## config.mk

```make
export PLATFORM = sky130hd
export DESIGN_NAME = dram_arbiter
export DESIGN_NICKNAME = d
export VERILOG_FILES = /design/src/rtl/dram_arbiter.sv
export SDC_FILE = /design/constraint.sdc
export NUM_CORES = 1
export LEC_CHECK = 0
export ABC_AREA = 1
export CAP_MARGIN = 0
export CELL_PAD_IN_SITES_DETAIL_PLACEMENT = 1
export CELL_PAD_IN_SITES_GLOBAL_PLACEMENT = 1
export CORE_UTILIZATION = 32
export CTS_CLUSTER_DIAMETER = 80
export DETAILED_ROUTE_END_ITERATION = 7
export PLACE_DENSITY_LB_ADDON = 0.12
export SETUP_SLACK_MARGIN = 0.4
export SYNTH_ARGS = -nofsm -noshare
export SYNTH_HDL_FRONTEND = slang
export SYNTH_SLANG_ARGS = --single-unit
```

## constraint.sdc

```tcl
create_clock -name clk -period 2.2 [get_ports clk]
set_clock_uncertainty 0.15 [all_clocks]
set_input_delay 0.66 -clock clk [delete_from_list [all_inputs] [get_ports clk]]
set_output_delay 0.66 -clock clk [all_outputs]
set_load 0.01 [all_outputs]
```

## src/rtl/dram_arbiter.sv

```systemverilog
// rtl/dram_arbiter.sv - data-memory arbiter with a 2-entry write buffer and read forwarding
module dram_arbiter #(
   parameter int A_WIDTH = 12,
   parameter int D_WIDTH = 8
) (
   input  logic               clk,
   input  logic               reset,
   input  logic               r_req,
   input  logic [A_WIDTH-1:0] r_addr,
   output logic               r_ack,
   output logic               r_valid,
   output logic [D_WIDTH-1:0] r_data,
   input  logic               w_req,
   input  logic [A_WIDTH-1:0] w_addr,
   input  logic [D_WIDTH-1:0] w_data,
   output logic               w_full,
   output logic               overflow,
   output logic               mem_ce,
   output logic               mem_we,
   output logic [A_WIDTH-1:0] mem_a,
   output logic [D_WIDTH-1:0] mem_d,
   input  logic [D_WIDTH-1:0] mem_q
);

   typedef enum logic [1:0] {EMPTY = 2'd0, ONE = 2'd1, FULL = 2'd2} count_t;

   count_t             count_q, count_d;
   logic [A_WIDTH-1:0] addr_q [2];
   logic [A_WIDTH-1:0] addr_d [2];
   logic [D_WIDTH-1:0] data_q [2];
   logic [D_WIDTH-1:0] data_d [2];
   logic               overflow_q, overflow_d;
   logic               r_valid_q, r_valid_d;
   logic               hit_q, hit_d;
   logic [D_WIDTH-1:0] fwd_q, fwd_d;

   logic               push, rd, drain, hit;
   logic [D_WIDTH-1:0] hit_data;
   logic [1:0]         cnt_pop;

   always_comb begin
      push  = w_req && (count_q != FULL);
      rd    = r_req && (count_q != FULL);
      drain = (count_q == FULL) || (!r_req && (count_q != EMPTY));

      // Youngest first: incoming write, then buffered entries newest to oldest.
      hit      = 1'b0;
      hit_data = '0;
      if (push && (w_addr == r_addr)) begin
         hit      = 1'b1;
         hit_data = w_data;
      end else if ((count_q == FULL) && (addr_q[1] == r_addr)) begin
         hit      = 1'b1;
         hit_data = data_q[1];
      end else if ((count_q != EMPTY) && (addr_q[0] == r_addr)) begin
         hit      = 1'b1;
         hit_data = data_q[0];
      end

      addr_d = addr_q;
      data_d = data_q;
      if (drain) begin
         addr_d[0] = addr_q[1];
         data_d[0] = data_q[1];
         addr_d[1] = '0;
         data_d[1] = '0;
      end
      // The push lands behind whatever survives this cycle's pop.
      cnt_pop = count_q - {1'b0, drain};
      if (push) begin
         addr_d[cnt_pop[0]] = w_addr;
         data_d[cnt_pop[0]] = w_data;
      end
      count_d = count_t'(cnt_pop + {1'b0, push});

      overflow_d = overflow_q || (w_req && (count_q == FULL));
      r_valid_d  = rd;
      hit_d      = rd && hit;
      fwd_d      = (rd && hit) ? hit_data : '0;

      mem_ce = 1'b0;
      mem_we = 1'b0;
      mem_a  = '0;
      mem_d  = '0;
      if (reset) begin
         if (drain) begin
            mem_ce = 1'b1;
            mem_we = 1'b1;
            mem_a  = addr_q[0];
            mem_d  = data_q[0];
         end else if (rd && !hit) begin
            mem_ce = 1'b1;
            mem_a  = r_addr;
         end
      end
   end

   always_ff @(posedge clk or negedge reset) begin
      if (!reset) begin
         count_q    <= EMPTY;
         addr_q     <= '{default: '0};
         data_q     <= '{default: '0};
         overflow_q <= 1'b0;
         r_valid_q  <= 1'b0;
         hit_q      <= 1'b0;
         fwd_q      <= '0;
      end else begin
         count_q    <= count_d;
         addr_q     <= addr_d;
         data_q     <= data_d;
         overflow_q <= overflow_d;
         r_valid_q  <= r_valid_d;
         hit_q      <= hit_d;
         fwd_q      <= fwd_d;
      end
   end

   assign r_ack    = reset && rd;
   assign w_full   = (count_q == FULL);
   assign overflow = overflow_q;
   assign r_valid  = r_valid_q;
   assign r_data   = r_valid_q ? (hit_q ? fwd_q : mem_q) : '0;

endmodule

```

==> results of run 1 <==
-- cell families after synthesis --
group / after synthesis / share of synthesized area
AOI/OAI and AO/OA: 117 / 0.1877
xor gates and xnor gates: 5 / 0.01288
DFF: 53 / 0.3901
adders and majority gates: 1 / 0.003680
buffers and inverters: 102 / 0.1185
and+or+nand+nor: 246 / 0.2871
-- per-stage QoR --
| stage | worst slack [ns] | TNS [ns] | cells | instance area [µm²] | utilization |
|---|---|---|---|---|---|
| after floorplan | -0.2434 | -3.818 | 524 | 3645 | - |
| after global placement | -1.465 | -43.04 | 788 | 5061 | 0.4902 |
| after detailed placement | -1.520 | -46.53 | 788 | 5061 | 0.4902 |
| after CTS | -0.7212 | -16.24 | 895 | 6608 | 0.6400 |
-- timing repair --
action / in CTS
cloned: 4
setup endpoints to repair: 85
buffers inserted: 95
hold buffers: 0
pin swaps: 94
resized for setup: 509
==> impl_metrics.py, run 1 <==
metrics = {
    "synthesis": {
        "yosysMostFrequentCell": "nand2_1",
        "synth_fp_nets": 569,
        "yosysWarnings": 0,
        "synthFlopType": "dfrtp_1",
        "synth_edf_count": 0,
        "ys_ff_latch": 53,
        "synthesis.area_um2": 3400,
        "syn-instance-count": 524,
        "syn_area_per_cell_um2": 6.488,
        "ys_seq_area_frac": 0.3901,
        "synth_area_leaders": "dfrtp_1, nand2_1, nor2_1",
        "synth_top_area_share": 0.3901,
        "yosys.area.top_type": "dfrtp_1",
        "async_flop_share": 1.000,
        "ys_types": 27,
        "synth_commonest_cells": "nand2_1, nor2_1, inv_1",
    },
    "global_route": {
        "grt_start_max_net_pins": 54,
        "antenna_found_initial": 0,
    },
    "clock_network": {
        "root_buffer": "clkbuf_8",
        "htreeDepth": 2,
        "clock_sinks": 53,
        "clockBufferDepth": 2,
        "cts_buffers": 5,
    },
    "die": {
        "rows": 37,
        "die_w_um": 105.1,
        "start_util": 0.3293,
        "io_pins": 78,
        "die_h_um": 105.1,
    },
    "place": {
        "dpl.hpwl_um": 9443,
        "port_buffers": 77,
        "gp_congestion": 0.8136,
    },
    "status": {
        "lastStage": "global routing",
        "outcome": "stopped before the end",
        "error": "[ERROR DPL-0033] detailed placement checks failed during check placement.",
    },
    "sta": {
        "worst_endpoint_kind": "output port",
        "crit_endpoint": "mem_a[0]",
    },
}
==> run 2: changes to the inputs <==
==> config.mk (replaced) <==
export PLATFORM = sky130hd
export DESIGN_NAME = dram_arbiter
export DESIGN_NICKNAME = d
export VERILOG_FILES = /design/src/rtl/dram_arbiter.sv
export SDC_FILE = /design/constraint.sdc
export NUM_CORES = 1
export LEC_CHECK = 0
export ABC_AREA = 1
export CAP_MARGIN = 0
export CORE_UTILIZATION = 25
export DETAILED_ROUTE_END_ITERATION = 7
export PLACE_DENSITY_LB_ADDON = 0.15
export SYNTH_ARGS = -nofsm -noshare
export SYNTH_HDL_FRONTEND = slang
export SYNTH_SLANG_ARGS = --single-unit
==> constraint.sdc (replaced) <==
create_clock -name clk -period 2.9 [get_ports clk]
set_clock_uncertainty 0.15 [all_clocks]
set_input_delay 0.87 -clock clk [delete_from_list [all_inputs] [get_ports clk]]
set_output_delay 0.87 -clock clk [all_outputs]
set_load 0.01 [all_outputs]
==> impl_metrics.py, run 2 <==
metrics = {
    "drt": {
        "via_per_inst": 4.565,
        "dr.first_iter.drc_count": 193,
        "wl_um": 12230,
        "drtPass1Iterations": 4,
        "vias": 3981,
        "drc": 0,
        "ant_nets": 0,
        "wl_per_cell_um": 14.03,
    },
    "die": {
        "core-area_um2": 13240,
        "rows": 42,
        "start_util": 0.2567,
        "die_w_um": 118.6,
        "die-area_um2": 14070,
        "io_pins": 78,
        "die_h_um": 118.6,
    },
    "synthesis": {
        "synth_fp_nets": 569,
        "ys_seq_area_frac": 0.3901,
        "yosysMostFrequentCell": "nand2_1",
        "synth_edf_count": 0,
        "syn_area_per_cell_um2": 6.488,
        "synthFlopType": "dfrtp_1",
        "synth_top_area_share": 0.3901,
        "yosys.area.top_type": "dfrtp_1",
        "synthesis.area_um2": 3400,
        "yosysWarnings": 0,
        "async_flop_share": 1.000,
        "ys_ff_latch": 53,
        "syn-instance-count": 524,
        "synth_area_leaders": "dfrtp_1, nand2_1, nor2_1",
        "ys_types": 27,
        "synth_commonest_cells": "nand2_1, nor2_1, inv_1",
    },
    "power": {
        "ir_worst_vdd_mv": 0.3073,
        "leakage_nw": 2.880,
        "p_per_area_nw_per_um2": 766.9,
    },
    "layout": {
        "layout_common_cells": "nand2_1, buf_4, nor2_1",
        "nNetsFinal": 740,
        "largest_register_ffs": 24,
        "area_growth_pct": 66.14,
        "reg.largest.list": "addr_q: 24 flops, data_q: 16 flops, fwd_q: 8 flops",
        "regMostFlops": "addr_q",
        "diodes": 0,
        "mostFrequentLayoutCell": "nand2_1",
        "finalNonFillerCells": 872,
        "layout-drive-gt1-share": 0.3750,
        "design_area_um2": 5648,
    },
    "sta": {
        "slew_headroom": 0.5329,
        "min_period_ns": 3.225,
        "worst_slack_ns": -0.3251,
        "drv_slew": 0,
        "worstMarginPinSlew_ns": 0.7007,
        "clock.fmax_ghz": 0.3101,
        "setup_viol_count_final": 13,
        "tns_ns": -3.075,
        "grt_setup_unrepaired": "true",
        "hold_viol": 0,
        "period_share": 1.112,
    },
    "hold_path": {
        "hp-class": "reg -> reg",
        "min_delay_path_depth": 1,
        "min-delay-start": "overflow",
    },
    "clock_network": {
        "clk_latency_ns": 0.29,
        "root_buffer": "clkbuf_16",
        "clock_sinks": 53,
        "htreeDepth": 2,
        "cts_buffers": 5,
        "tritoncts": "done",
        "clk_pin_slew_ns": 0.07,
        "cts_hold_buf": 0,
        "clockBufferDepth": 2,
    },
    "global_route": {
        "grt_pass1_wl_um": 20470,
        "overflow": 0,
        "antenna_found_initial": 0,
        "grt_pass1_vias": 4106,
        "track_usage": 0.1827,
        "grt_start_max_net_pins": 54,
    },
    "worst_setup_path": {
        "end_kind": "output port",
        "critPathLaunch": "r_addr[10]",
        "required_ns": 1.88,
        "worst-path-max-fanout": 5,
        "arrival_ns": 2.21,
        "start_kind": "input pin",
        "ff2ff_path_depth": 12,
        "r2r_start": "count_q[1]",
        "crit_type": "in -> out",
    },
    "place": {
        "gp_congestion": 0.8292,
        "dp_cells": 816,
        "place_area_um2": 4806,
        "port_buffers": 77,
        "dpl.hpwl_um": 8182,
    },
    "status": {
        "failed_checks": "setup timing",
        "outcome": "finished, violations left",
    },
    "job": {
        "maxCapViolCount": 0,
    },
}
-- run 2: per-layer routing --
metal	global-route usage	routed length, µm	share of wire	up-vias
li1	-	-	-	1985
met1	0.2192	5160	0.42	1865
met2	0.3279	6207	0.51	108
met3	0.03041	586	0.048	23
met4	0.06171	278	0.023	0
met5	0	0	0	-
-- run 2: cell families after synthesis --
logic type,after synthesis,share of synthesized area
flops,53,0.3901
buf+inv,102,0.1185
fa+ha+maj,1,0.003680
xor+xnor,5,0.01288
simple gates,246,0.2871
compound gates,117,0.1877
-- run 2: cell type report --
| cell class | instances | area (µm²) |
|---|---|---|
| repair buffers | 184 | 1634 |
| well taps | 176 | 220.2 |
| clock buffers | 5 | 125.1 |
| multi-input cells | 369 | 1974 |
| fillers | 1401 | 7595 |
| clock inverters | 3 | 22.52 |
| flip-flops and latches | 53 | 1326 |
| inverters | 82 | 345.3 |
-- run 2: worst paths after layout --
check,end,slack [ns]
worst min-delay path,overflow,0.33
min in group asynchronous,data_q[13],0.61
worst max register to register,fwd_q[4],0.93
max in group asynchronous,addr_q[10],1.52
worst max-delay path,mem_a[8],-0.33
worst min register to register,overflow,0.33
-- run 2: critical path, stage by stage --
cell and delay [ns]:
buf_8 0.10, inv_2 0.06, nand2_1 0.07, nand2_2 0.09, nor2_4 0.05, nand2_2 0.08
nor2_4 0.04, nand2_2 0.06, nand4_1 0.20, buf_6 0.20, buf_6 0.12, a21oi_2 0.12
buf_2 0.14
-- run 2: timing repair --
| item | 4_1_cts | 5_1_grt |
|---|---|---|
| setup endpoints to repair | 31 | 26 |
| resized for setup | 319 | 54 |
| pin swaps | 52 | 28 |
| cloned | 1 | 0 |
| buffers inserted | 48 | 5 |
-- run 2: through the flow --
step                setup WS, ns    util  power, mW  hold slack (ns)
floorplan               -0.03048       -      2.327           0.3634
global placement          -1.080  0.3629      3.341           0.3163
global route             -0.4055  0.4265      4.702           0.3703
detailed placement        -1.102  0.3629      3.372           0.3197
CTS                      -0.2702  0.4150      4.246           0.3405
finish                   -0.3251  0.4265      4.331           0.3321
-- run 2: power by group --
part	leakage [nW]	total, mW	switching [mW]	internal [mW]
Combinational	2.12	2.48	1.31	1.16
Clock	0.0738	0.615	0.292	0.323
Sequential	0.686	1.24	0.238	1.00
(Power assumes the default switching activity.)
==> run 3: changes to the inputs <==
--- a/config.mk
+++ b/config.mk
@@ -7,6 +7,8 @@
 export LEC_CHECK = 0
 export ABC_AREA = 1
 export CAP_MARGIN = 0
+export CELL_PAD_IN_SITES_DETAIL_PLACEMENT = 0
+export CELL_PAD_IN_SITES_GLOBAL_PLACEMENT = 1
 export CORE_UTILIZATION = 25
 export DETAILED_ROUTE_END_ITERATION = 7
 export PLACE_DENSITY_LB_ADDON = 0.15
==> impl_metrics.py, run 3 (synthesis gave the netlist of run 2 again) <==
metrics = {
    "status": {
        "outcome": "finished, violations left",
        "failed_checks": "setup timing",
    },
    "layout": {
        "mostFrequentLayoutCell": "buf_4",
        "area_growth_pct": 83.47,
        "finalNonFillerCells": 927,
        "diodes": 0,
        "layout_common_cells": "buf_4, nand2_1, nor2_1",
        "layout-drive-gt1-share": 0.4261,
        "largest_register_ffs": 24,
        "regMostFlops": "addr_q",
        "finalCoreUtilization": 0.4710,
        "nNetsFinal": 795,
        "reg.largest.list": "addr_q: 24 flops, data_q: 16 flops, fwd_q: 8 flops",
        "fillers": 1370,
    },
    "clock_network": {
        "cts_hold_buf": 0,
        "clk_latency_ns": 0.31,
        "clk_pin_slew_ns": 0.07,
        "cts_buffers": 5,
        "root_buffer": "clkbuf_16",
        "tritoncts": "done",
        "htreeDepth": 2,
        "clock_sinks": 53,
        "clockBufferDepth": 2,
    },
    "sta": {
        "min_period_ns": 3.291,
        "slew_headroom": 0.5156,
        "clock.fmax_ghz": 0.3039,
        "grt_setup_unrepaired": "true",
        "drv_slew": 0,
        "worst_slack_ns": -0.3910,
        "worstMarginPinSlew_ns": 0.7265,
        "hold_viol": 0,
        "setup_viol_count_final": 13,
        "period_share": 1.135,
    },
    "worst_setup_path": {
        "worstPathCellList": "buf_8 -> buf_6 -> xnor2_4 -> nand3_2 -> nor2_2 -> nand2_1 -> nand4_1 -> buf_4 -> buf_6 -> a21oi_2 -> buf_2",
        "start_kind": "input pin",
        "worst-path-max-fanout": 4,
        "cpPeakStageDelay_ns": 0.24,
        "arrival_ns": 2.27,
        "crit_type": "in -> out",
        "crit_path_frequent_cell": "buf_6",
        "end_kind": "output port",
        "cp_slowest_cell": "buf_4",
        "required_ns": 1.88,
    },
    "die": {
        "die_w_um": 118.6,
        "rows": 42,
        "die-area_um2": 14070,
        "core-area_um2": 13240,
        "io_pins": 78,
        "start_util": 0.2567,
        "die_h_um": 118.6,
    },
    "job": {
        "maxCapViolCount": 0,
    },
    "drt": {
        "vias": 4161,
        "wl_per_cell_um": 14.46,
        "dr.first_iter.drc_count": 221,
        "drtPass1Iterations": 4,
        "via_per_inst": 4.489,
        "drc": 0,
        "ant_nets": 0,
        "wl_um": 13410,
    },
    "power": {
        "power_mw": 4.543,
        "ir_worst_vdd_mv": 0.3409,
        "leakage_nw": 3.238,
        "p_per_area_nw_per_um2": 728.4,
    },
    "global_route": {
        "grt_pass1_vias": 4383,
        "grt_start_max_net_pins": 54,
        "track_usage": 0.2024,
        "antenna_found_initial": 0,
        "overflow": 0,
        "grt_pass1_wl_um": 22400,
    },
    "place": {
        "post-place-ws_ns": -1.208,
        "dp_cells": 813,
        "gp_congestion": 0.7982,
        "port_buffers": 77,
        "dpl.hpwl_um": 8308,
    },
    "hold_path": {
        "hp-class": "reg -> reg",
    },
}
==> run 3: cell count changes in the layout (fill, tap and decap cells not counted), sizes merged <==
cell           before  now
clkinv              4    2
dlygate4sd2         9   10
bufinv              0    1
inv                81   82
clkbuf              6    7
bufbuf              0    2
buf               152  204
clkdlybuf4s15       3    2
==> run 3: layout make-up <==
class / instances / area, µm² / area share
Timing Repair Buffer: 239 / 2160 / 0.3462
Multi-Input combinational cell: 369 / 2002 / 0.3210
Sequential cell: 53 / 1326 / 0.2126
Inverter: 82 / 360.3 / 0.05777
Tap cell: 176 / 220.2 / 0.03531
Clock buffer: 5 / 125.1 / 0.02006
Clock inverter: 3 / 43.79 / 0.007021
==> run 3: stage by stage <==
step	hold WS, ns	setup TNS (ns)	cell area [µm²]
6_report	0.3287	-3.834	6237
2_1_floorplan	0.3634	-0.08210	3400
3_3_place_gp	0.3114	-25.43	4758
3_5_place_dp	0.3214	-25.53	4758
4_1_cts	0.3423	-5.293	6187
5_1_grt	0.3476	-4.870	6237
==> run 3: repair_timing <==
action,in CTS,in global routing
endpoints found under the hold margin,0,0
gates cloned,3,0
gates resized for setup,340,66
setup endpoints to repair,31,33
pin swaps,54,42
buffers inserted,120,4
==> run 3: layer usage <==
metal,vias up,global-route usage,wire (µm),share of wire
li1,2101,-,-,-
met1,1945,0.2752,6466,0.48
met2,96,0.3352,6186,0.46
met3,19,0.02847,513,0.038
met4,0,0.05222,238,0.018
met5,-,0,0,0
==> run 3: worst max-delay path, delay by kind of cell <==
family | cells | cell delay (ns)
xor gates and xnor gates | 1 | 0.14
AOI/OAI and AO/OA | 1 | 0.11
buffers and inverters | 5 | 0.72
and+or+nand+nor | 4 | 0.43
==> run 3: final timing paths <==
kind / from / end / slack, ns / depth (start not counted)
worst max-delay path: r_addr[8] / mem_a[8] / -0.39 / 11
worst min-delay path: overflow / overflow / 0.33 / 1
worst max register to register: addr_q[9] / fwd_q[3] / 0.83 / 13
worst min register to register: overflow / overflow / 0.33 / 1
max in group asynchronous: reset / data_q[8] / 1.51 / 2
min in group asynchronous: reset / hit_q / 0.61 / 2
==> run 3: power breakdown <==
| part | internal, mW | switching, mW | total (mW) |
|---|---|---|---|
| registers | 1.00 | 0.261 | 1.26 |
| clock network | 0.410 | 0.310 | 0.720 |
| logic | 1.24 | 1.32 | 2.56 |
